`src/rtl/mem_bus_ctrl.sv`:
```
// Word-to-byte memory bus bridge: one 32-bit request becomes four big-endian byte accesses, WAIT+1 cycles each.
// Latency 4*(WAIT+1)+1 cycles to done (1 for out-of-range); requests arriving while busy are dropped, not queued.
module mem_bus_ctrl #(
  parameter int ADDR_W   = 32,
  parameter int MEM_SIZE = 128,
  parameter int WAIT     = 0
) (
  input  logic              clock,
  input  logic              reset,
  input  logic              m_en,
  input  logic              m_rw,
  input  logic [ADDR_W-1:0] abus,
  input  logic [31:0]       dbus_in,
  output logic [31:0]       dbus_out,
  output logic              busy,
  output logic              done,
  output logic              err,
  output logic [ADDR_W-1:0] b_addr,
  output logic [7:0]        b_wdata,
  input  logic [7:0]        b_rdata,
  output logic              b_en,
  output logic              b_we
);

  typedef enum logic [1:0] {
    IDLE = 2'd0,
    XFER = 2'd1,
    DONE = 2'd2
  } state_t;

  localparam logic [ADDR_W:0] LIMIT  = (ADDR_W+1)'(MEM_SIZE);
  localparam logic [3:0]      WAIT_L = 4'(WAIT);

  state_t              state;
  logic [ADDR_W-1:0]   base_q;
  logic [31:0]         wdata_q;
  logic                rw_q;
  logic [1:0]          k_q;
  logic [3:0]          wcnt_q;
  logic [31:0]         rshift_q;

  logic [ADDR_W:0]     end_addr;
  logic                out_of_range;
  logic                byte_last;
  logic [31:0]         rword;

  // One extra bit keeps the last-byte address from wrapping near the top of the space.
  assign end_addr     = {1'b0, abus} + {{(ADDR_W-1){1'b0}}, 2'd3};
  assign out_of_range = (end_addr >= LIMIT);
  assign byte_last    = (wcnt_q == WAIT_L);
  assign rword        = {rshift_q[23:0], b_rdata};

  always_ff @(posedge clock or negedge reset) begin
    if (!reset) begin
      state    <= IDLE;
      base_q   <= '0;
      wdata_q  <= '0;
      rw_q     <= 1'b0;
      k_q      <= '0;
      wcnt_q   <= '0;
      rshift_q <= '0;
      dbus_out <= '0;
      busy     <= 1'b0;
      done     <= 1'b0;
      err      <= 1'b0;
      b_addr   <= '0;
      b_wdata  <= '0;
      b_en     <= 1'b0;
      b_we     <= 1'b0;
    end else begin
      case (state)
        IDLE: begin
          done <= 1'b0;
          err  <= 1'b0;
          if (m_en) begin
            base_q  <= abus;
            wdata_q <= dbus_in;
            rw_q    <= m_rw;
            k_q     <= '0;
            wcnt_q  <= '0;
            busy    <= 1'b1;
            if (out_of_range) begin
              state <= DONE;
              done  <= 1'b1;
              err   <= 1'b1;
            end else begin
              state   <= XFER;
              b_en    <= 1'b1;
              b_addr  <= abus;
              b_we    <= ~m_rw;
              b_wdata <= dbus_in[31:24];
            end
          end
        end

        XFER: begin
          if (!byte_last) begin
            wcnt_q <= wcnt_q + 4'd1;
          end else begin
            wcnt_q <= '0;
            // Bytes arrive MSB first, so shifting left leaves byte 0 in the top lane.
            if (rw_q) begin
              rshift_q <= rword;
            end
            if (k_q == 2'd3) begin
              state <= DONE;
              b_en  <= 1'b0;
              b_we  <= 1'b0;
              done  <= 1'b1;
              err   <= 1'b0;
              if (rw_q) begin
                dbus_out <= rword;
              end
            end else begin
              k_q     <= k_q + 2'd1;
              b_addr  <= base_q + ADDR_W'(k_q) + ADDR_W'(1);
              b_wdata <= wdata_q[23:16];
              wdata_q <= {wdata_q[23:0], 8'h00};
            end
          end
        end

        DONE: begin
          state <= IDLE;
          busy  <= 1'b0;
          done  <= 1'b0;
          err   <= 1'b0;
        end

        default: begin
          state <= IDLE;
          busy  <= 1'b0;
          done  <= 1'b0;
          err   <= 1'b0;
          b_en  <= 1'b0;
          b_we  <= 1'b0;
        end
      endcase
    end
  end

endmodule

```
`config.mk`:
```
export PLATFORM = sky130hd
export DESIGN_NAME = mem_bus_ctrl
export DESIGN_NICKNAME = d
export VERILOG_FILES = /design/src/rtl/mem_bus_ctrl.sv
export SDC_FILE = /design/constraint.sdc
export NUM_CORES = 1
export LEC_CHECK = 0
export ABC_AREA = 1
export CELL_PAD_IN_SITES_DETAIL_PLACEMENT = 0
export CELL_PAD_IN_SITES_GLOBAL_PLACEMENT = 1
export CORE_ASPECT_RATIO = 0.8
export CORE_MARGIN = 10
export CORE_UTILIZATION = 35
export CTS_CLUSTER_DIAMETER = 80
export DETAILED_ROUTE_END_ITERATION = 10
export PLACE_DENSITY = 0.78
export SLEW_MARGIN = 30
export SYNTH_ARGS = -nofsm -noshare
export SYNTH_HDL_FRONTEND = slang
export SYNTH_SLANG_ARGS = --single-unit
```
`constraint.sdc`:
```
create_clock -name clock -period 2.45 [get_ports clock]
set_clock_uncertainty 0.15 [all_clocks]
set_input_delay 0.49 -clock clock [delete_from_list [all_inputs] [get_ports clock]]
set_output_delay 0.49 -clock clock [all_outputs]
set_load 0.01 [all_outputs]
```
======== Yosys cells after proc, flatten, opt, wreduce, memory -nomap -nowiden ========
Index checks and enable logic that the tools add are counted.
word-level totals
  input bits .............................. 76
  logic and storage cells ................. 87
  output and inout port bits .............. 77
  bits in registers ....................... 166
cells by class
  bitwise logic cells ..................... 3
  order comparisons ....................... 1
  equality and inequality tests ........... 8
  add/subtract/negate cells ............... 5
  mux-type cells .......................... 42
  reduce and logical (&&, ||, !) cells .... 13
operator list
  operator                                                                              number
  32-bit 2-to-1 mux                                                                     4
  24-bit 2-to-1 mux                                                                     3
  32-bit case mux with 2 select lines                                                   1
  24-bit case mux with 2 select lines                                                   1
  32-bit by 2-bit adder with 33-bit output, second input constant                       1
  33-bit by 8-bit greater-or-equal comparator with 1-bit output, second input constant  1
  32-bit by 1-bit adder with 32-bit output, second input constant                       1
  32-bit by 2-bit adder with 32-bit output                                              1
  8-bit 2-to-1 mux                                                                      4
  8-bit case mux with 2 select lines                                                    1
  2-bit 2-to-1 mux                                                                      7
  1-bit 2-to-1 mux                                                                      11
  2-bit inequality test, second input constant                                          5
  5-bit AND reduction                                                                   2
  4-bit 2-to-1 mux                                                                      2
  2-bit case mux with 2 select lines                                                    2
  4-bit case mux with 2 select lines                                                    1
  2-bit AND reduction                                                                   4
  4-bit AND reduction                                                                   2
  1-bit case mux with 2 select lines                                                    3
  1-bit case mux with 3 select lines                                                    2
  3-bit AND reduction                                                                   2
  4-bit by 1-bit adder with 4-bit output, second input constant                         1
  2-bit == test, second input constant                                                  2
  other kinds (6)                                                                       8

======== Depth between registers and ports, before layout ========
Gate-level depths: netlist of the first run.
  depth after elaboration ................. 5
  mapped depth ............................ 19
  depth with buffers taken out ............ 19

======== Worst setup path after synthesis of the first run ========
Ideal clock, no wire load.
  kind .................................... register -> register
  start point ............................. reg k_q[0]
  end point ............................... reg b_addr[24]
  clock period less this slack ............ 2.252 ns
  path buffers ............................ 0
  stages on the path, launching flop included .. 16
  data required time ...................... 2.183 ns
  arrival time ............................ 1.985 ns
  slack ................................... 0.198 ns
  setup time .............................. 0.117 ns
  cell sequence ........................... dfrtp_1 inv_1 ha_1 inv_1 fa_1 nand2_1 nor2_1 nand3_1 nor2_1 nand3_1 nor2_1 nand3_1 nand3_1 o21ai_0 nand3_1 nand2_1
between the ends
  longest elaborated chain between the ends .. 5
  elaborated cells between the ends (all ways) .. 8
  classes of those cells .................. add/sub (2); eq/ne (2); mux (3); reduce/logical (1)
ends and longest elaborated chain
  item                                      line  text
  start, declared                           38    logic [1:0] k_q;
  start signal, assigned                    115   k_q <= k_q + 2'd1;
  32-bit by 2-bit adder with 32-bit output  116   b_addr <= base_q + ADDR_W'(k_q) + ADDR_W'(1);
  32-bit by 1-bit adder with 32-bit output  116
  32-bit 2-to-1 mux                         105   if (k_q == 2'd3) begin
  32-bit 2-to-1 mux                         97    if (!byte_last) begin
  32-bit case mux with 2 select lines       71    case (state)
  end signal, assigned                      89    b_addr <= abus;
  end signal, assigned                      116
  end, declared                             18    output logic [ADDR_W-1:0] b_addr,
Several ways; a longest one is shown, not always the timed one. The select of a mux whose other input is x is not followed.
A chain may end at the register's enable or synchronous reset.

======== Worst setup path in the final report of the first run ========
  start point ............................. reg k_q[0]
  end point ............................... reg b_addr[12]
Same word-level chain as after synthesis.

==> flow_summary.toml, run 1 <==
[floorplan]
die_h_um = 162
start_util_pct = 35.8
core_mm2 = 0.0245
rows = 51
die_width_um = 197
ios = 153
dieArea_mm2 = 0.0319

[critical_path]
worstPathRequired_ps = 2670
startpoint_type = "flop"
worstPathArrival_ps = 2650
end_kind = "flop"
worstPathMaxFanout = 3
critPathKind = "flop to flop"

[timing]
rsz0062_at_grt = "true"
clock.fmax_ghz = 0.411
slew_viol_final = 0
fin_crit_ps = 2430
finalSetupViolCount = 0
fin_setup_tns_ps = 0
min_period_over_period_pct = 99.2
worst_slew_pin_slew_ps = 550
max_slew_margin_pct = 63.0
hold_violations = 0

[grt]
grt_max_degree = 52
antenna_found_initial = 0
first_global_vias = 8383
grt.overflow.total = 0
grt_pass1_wl_mm = 47.1
grt_usage_pct = 18.6

[synthesis]
syn_inst = 1175
async_reset_ff_share_pct = 100
synthMuxAreaShare_pct = 2.18
synth_fa_ha_area_share_pct = 0.941
synth-compound-area-share_pct = 10.6
synth_top_area_cell = "dfrtp_1"
synthesis.area_mm2 = 0.00878
synth_seq_cells = 166
synth_edf_count = 0
syn-num-nets = 1257
synth_simple_gate_area_share_pct = 29.7
yosys-top-cells-count = "389 x nand2_1, 166 x dfrtp_1, 120 x inv_1"
synth_most_common_cell = "nand2_1"
syn-mean-instance-area_um2 = 7.47
ys.flop_type = "dfrtp_1"
synth-xor-area-share_pct = 1.20
yosysSeqAreaShare_pct = 47.3
synth_top_family_by_area = "simple AND/OR/NAND/NOR gates"
ys_warn_count = 0
synth_top_area_share_pct = 47.3
synth.distinct_cells = 37
synth.area.top_cells = "dfrtp_1 47%, nand2_1 17%, o21ai_0 6.6%"

[clock_tree]
path_clk_slew_ps = 70
cts_tree = "yes"
clock-root-buffer = "clkbuf_16"
cts_sinks = 166
h-tree-depth = 4
clk_latency_ps = 430
cts_buffers = 17
clock_path_buffers = 2

[route]
drc_errors = 0
avgRoutedWirePerCell_um = 16.5
via_count = 8540
drt-pass1-iter-count = 5
ant_nets = 0
drtIter0Drc = 631
viasPerCell = 4.79
postRouteWirelength_mm = 29.3

[min_path]
hp-class = "input pin to flop"

[run_status]
status = "finished clean"

[cells_and_area]
n_fill_cell = 2386
flow.area_growth_from_synthesis_pct = 45.9
antenna-diode-count = 0
regArea_mm2 = 0.00415
nNetsFinal = 1534
final_util_pct = 52.3
multi_input_area_mm2 = 0.00433
layout-drive-gt1-share_pct = 22.5

[power]
internal_power_mw = 5.55
powerDensity_mw_per_mm2 = 608
pwr-share-clk_pct = 38.0
ir_drop_mv = 0.487
combPwrFrac_pct = 20.1
power_leakage_nw = 6.09
swShare_pct = 28.8
power.share.sequential_pct = 41.9
switching_power_mw = 2.24

[placement]
gp_congestion = 0.918
port_buffers = 152
dp_hpwl_mm = 22.3

[run]
max_cap_viol_count = 0
==> logic make-up after synthesis <==
group / Yosys count
DFF: 166
xor gates and xnor gates: 12
buffers and inverters: 172
and+or+nand+nor: 627
muxes: 17
adders and majority gates: 6
AOI/OAI and AO/OA: 175
==> repair_timing <==
| item | CTS | global route |
|---|---|---|
| resized for setup | 106 | 88 |
| endpoints found under the setup margin | 45 | 44 |
| gates cloned | 3 | 0 |
| pin swaps | 8 | 35 |
| setup buffers | 10 | 11 |
| hold endpoints to repair | 47 | 0 |
| hold buffers | 1 | 0 |
==> path summary, 6_finish.rpt <==
path | start | cells past startpoint | end | slack [ps]
min | abus[10] | 4 | base_q[10]$_DFFE_PN0P_ | 300
min reg2reg | b_addr[1]$_DFFE_PN0P_ | 2 | b_addr[1]$_DFFE_PN0P_ | 320
min in group asynchronous | reset | 2 | wdata_q[2]$_DFFE_PN0P_ | 430
max | k_q[0]$_DFFE_PN0P_ | 17 | b_addr[12]$_DFFE_PN0P_ | 20
max reg2reg | k_q[0]$_DFFE_PN0P_ | 17 | b_addr[12]$_DFFE_PN0P_ | 20
max in group asynchronous | reset | 3 | dbus_out[8]$_DFFE_PN0P_ | 1020
==> stage by stage <==
stage	cell area (um^2)	hold slack, ps	instances	total power [mW]	worst slack [ps]
after floorplan	8780	44.4	1175	3.89	198
after global placement	11600	305	1727	4.79	-700
after detailed placement	11600	307	1727	4.81	-689
after CTS	12600	325	1773	7.84	-26.2
after global routing	12800	338	1783	8.17	-139
final	12800	301	1783	7.79	19.2
==> worst max-delay path: stages (launching register included) <==
cell	delay [ps]
dfrtp_1	380
inv_2	60
ha_4	150
inv_2	50
fa_2	230
nand2_4	70
nor2_4	150
nand3_4	120
nor2_4	140
inv_2	60
nor2_4	110
nand2_2	90
nor2_4	140
buf_4	120
o21ai_0	70
o21ai_0	90
nand3_1	120
nand2_1	80
==> power groups by stage <==
stage	sequential (mW)	combinational [mW]	clock, mW
global placement	3.31	1.49	0
detailed placement	3.31	1.50	0
global route	3.31	1.73	3.13
CTS	3.26	1.56	3.02
floorplan	3.35	0.543	0
finish	3.26	1.56	2.96
==> cell usage in the layout, fill, tap and decap left out, types with 6 or more instances in the layout <==
master,n
o211ai_1,16
nor3_1,12
a21oi_1,20
o22ai_1,6
nand3_2,8
buf_12,10
clkbuf_2,15
clkdlybuf4s50_1,121
clkdlybuf4s15_1,6
nand4_1,12
inv_2,8
nor2_2,27
nand3_1,82
clkbuf_16,17
buf_4,135
dfrtp_1,166
o21ai_0,113
dlymetal6s2s_1,6
nand2_1,358
xor2_1,8
nor2_1,56
nor2_4,29
mux2_2,17
nand2_2,30
o21ai_1,17
inv_1,115
==> flip-flops by register name, summed over array words and instances (netlist names) <==
register / flops
b_addr: 32
b_en: 1
b_wdata: 8
b_we: 1
base_q: 32
busy: 1
dbus_out: 32
done: 1
err: 1
k_q: 2
rshift_q: 24
rw_q: 1
state: 2
wcnt_q: 4
wdata_q: 24
==> layer usage <==
| metal | track usage [%] | wire length, um |
|---|---|---|
| met1 | 27.7 | 14800 |
| met2 | 27.5 | 12500 |
| met3 | 2.99 | 1720 |
| met4 | 3.94 | 257 |
| met5 | 0 | 0 |
==> area by class of cell <==
type	instances	area share, %
clock buffers	18	3.35
repair buffers	306	22.0
multi-input cells	837	33.8
well taps	318	3.11
flip-flops and latches	166	32.4
inverters	124	3.63
clock inverters	14	1.70
No activity file was read; power rests on OpenSTA's default activity.
==> inputs of run 2 (changes only) <==
--- a/config.mk
+++ b/config.mk
@@ -18,3 +18,4 @@
 export SYNTH_ARGS = -nofsm -noshare
 export SYNTH_HDL_FRONTEND = slang
 export SYNTH_SLANG_ARGS = --single-unit
+export TNS_END_PERCENT = 10
==> run 2 against run 1 <==
Against the previous run:
- design area grew 0.79%
- non-clock buffer count shrank 4
- global-route usage shrank 0.36 points
- critical path type unchanged
- routed wire length grew 0.55%
==> flow_summary.toml, run 2 (synthesis gave the netlist of run 1 again) <==
[clock_tree]
clock_path_buffers = 2
cts_buffers = 17
cts_sinks = 166
path_clk_slew_ps = 70
h-tree-depth = 4
cts_tree = "yes"
clk_latency_ps = 430
clock-root-buffer = "clkbuf_16"

[timing]
worst_slew_pin_slew_ps = 524
max_slew_margin_pct = 65.1
hold_violations = 0
fin_setup_tns_ps = 0
clock.fmax_ghz = 0.416
fin_crit_ps = 2410
finalSetupViolCount = 0
slew_viol_final = 0
rsz0062_at_grt = "true"
min_period_over_period_pct = 98.2
timing.hold.ws_ps = 317

[cells_and_area]
final_cell_mix = "359 x nand2_1, 166 x dfrtp_1, 132 x buf_4"
layout_commonest_cell = "nand2_1"
regArea_mm2 = 0.00415
nNetsFinal = 1530
flow.area_growth_from_synthesis_pct = 47.1
final_util_pct = 52.7
multi_input_area_mm2 = 0.00434
antenna-diode-count = 0
layout-drive-gt1-share_pct = 21.3
reg_top3 = "b_addr x32, base_q x32, dbus_out x32"
n_fill_cell = 2376

[route]
ant_nets = 0
viasPerCell = 4.79
postRouteWirelength_mm = 29.5
drtIter0Drc = 613
drt-pass1-iter-count = 5
drc_errors = 0
via_count = 8518
avgRoutedWirePerCell_um = 16.6

[critical_path]
worstPathRequired_ps = 2620
worstPathArrival_ps = 2570
end_kind = "flop"
worstPathMaxFanout = 3
critPathKind = "flop to flop"
startpoint_type = "flop"

[grt]
grt_pass1_wl_mm = 46.3
grt.overflow.total = 0
antenna_found_initial = 0
grt_max_degree = 52
first_global_vias = 8284
grt_usage_pct = 18.2

[power]
power.share.sequential_pct = 41.9
pwr-share-clk_pct = 38.0
switching_power_mw = 2.24
internal_power_mw = 5.55
powerDensity_mw_per_mm2 = 604
ir_drop_mv = 0.488
power_leakage_nw = 6.25
combPwrFrac_pct = 20.1
swShare_pct = 28.8

[placement]
gp_congestion = 0.918
dp_hpwl_mm = 22.3
port_buffers = 152

[floorplan]
die_width_um = 197
rows = 51
core_mm2 = 0.0245
die_h_um = 162
start_util_pct = 35.8
ios = 153
dieArea_mm2 = 0.0319

[run]
max_cap_viol_count = 0

[run_status]
status = "finished clean"

[min_path]
hp-class = "flop to flop"
==> run 2: changes by cell type in the layout (fill, tap and decap cells not counted), sizes merged <==
cell,previous run,this run
buf,152,147
dlymetal6s2s,6,29
bufbuf,2,0
dlygate4sd2,3,0
clkbuf,33,22
clkdlybuf4s15,6,0
==> run 2: critical path: stages (launching register included) <==
cell	delay (ps)
dfrtp_1	380
inv_2	60
ha_4	150
inv_2	50
fa_2	200
nand2_2	70
nor2_4	150
nand3_4	120
nor2_4	140
inv_2	60
nor2_4	110
nand2_2	90
nor2_4	140
nand2_1	60
nand2_1	70
nand2_1	40
nand2_1	60
nand2_2	80
nand3_2	60
nand2_1	50
==> run 2: worst paths after layout <==
check | from | endpoint | slack, ps | cells past startpoint
setup / recovery | k_q[0]$_DFFE_PN0P_ | b_addr[28]$_DFFE_PN0P_ | 40 | 19
hold / removal | b_addr[1]$_DFFE_PN0P_ | b_addr[1]$_DFFE_PN0P_ | 320 | 2
setup reg to reg | k_q[0]$_DFFE_PN0P_ | b_addr[28]$_DFFE_PN0P_ | 40 | 19
hold reg to reg | b_addr[1]$_DFFE_PN0P_ | b_addr[1]$_DFFE_PN0P_ | 320 | 2
max in group asynchronous | reset | b_addr[29]$_DFFE_PN0P_ | 1020 | 3
min in group asynchronous | reset | wdata_q[2]$_DFFE_PN0P_ | 430 | 2
==> run 2: cell type report <==
type | count | share of cell area [%]
Clock inverter | 14 | 1.69
Multi-Input combinational cell | 837 | 33.6
Inverter | 124 | 3.61
Clock buffer | 18 | 3.32
Sequential cell | 166 | 32.2
Tap cell | 318 | 3.08
Timing Repair Buffer | 302 | 22.5
==> run 2: power groups by stage <==
stage | registers, mW | clock network [mW] | logic [mW]
6_report | 3.26 | 2.96 | 1.57
4_1_cts | 3.26 | 3.02 | 1.53
3_5_place_dp | 3.31 | 0 | 1.50
2_1_floorplan | 3.35 | 0 | 0.543
5_1_grt | 3.31 | 3.13 | 1.74
3_3_place_gp | 3.31 | 0 | 1.49
==> run 2: stage by stage <==
stage          power [mW]  setup slack (ps)  cells  cell area [um^2]
2_1_floorplan        3.89               198   1175              8780
5_1_grt              8.17              -126   1779             12900
4_1_cts              7.81             -80.4   1763             12400
3_5_place_dp         4.81              -689   1727             11600
3_3_place_gp         4.79              -700   1727             11600
6_report             7.79              43.8   1779             12900
==> run 2: timing repair <==
item / CTS / global route
gates resized for setup: 44 / 113
gates cloned: 1 / 4
endpoints found under the setup margin: 45 / 46
hold buffers: 1 / 0
buffers inserted: 2 / 13
pin swaps: 5 / 40
endpoints found under the hold margin: 47 / 0
==> run 2: routing by layer <==
metal / wire length [um] / global-route usage (%) / vias up
li1: - / - / 4312
met1: 15100 / 27.1 / 3974
met2: 12500 / 26.6 / 212
met3: 1660 / 3.35 / 20
met4: 267 / 3.98 / 0
met5: 0 / 0 / -
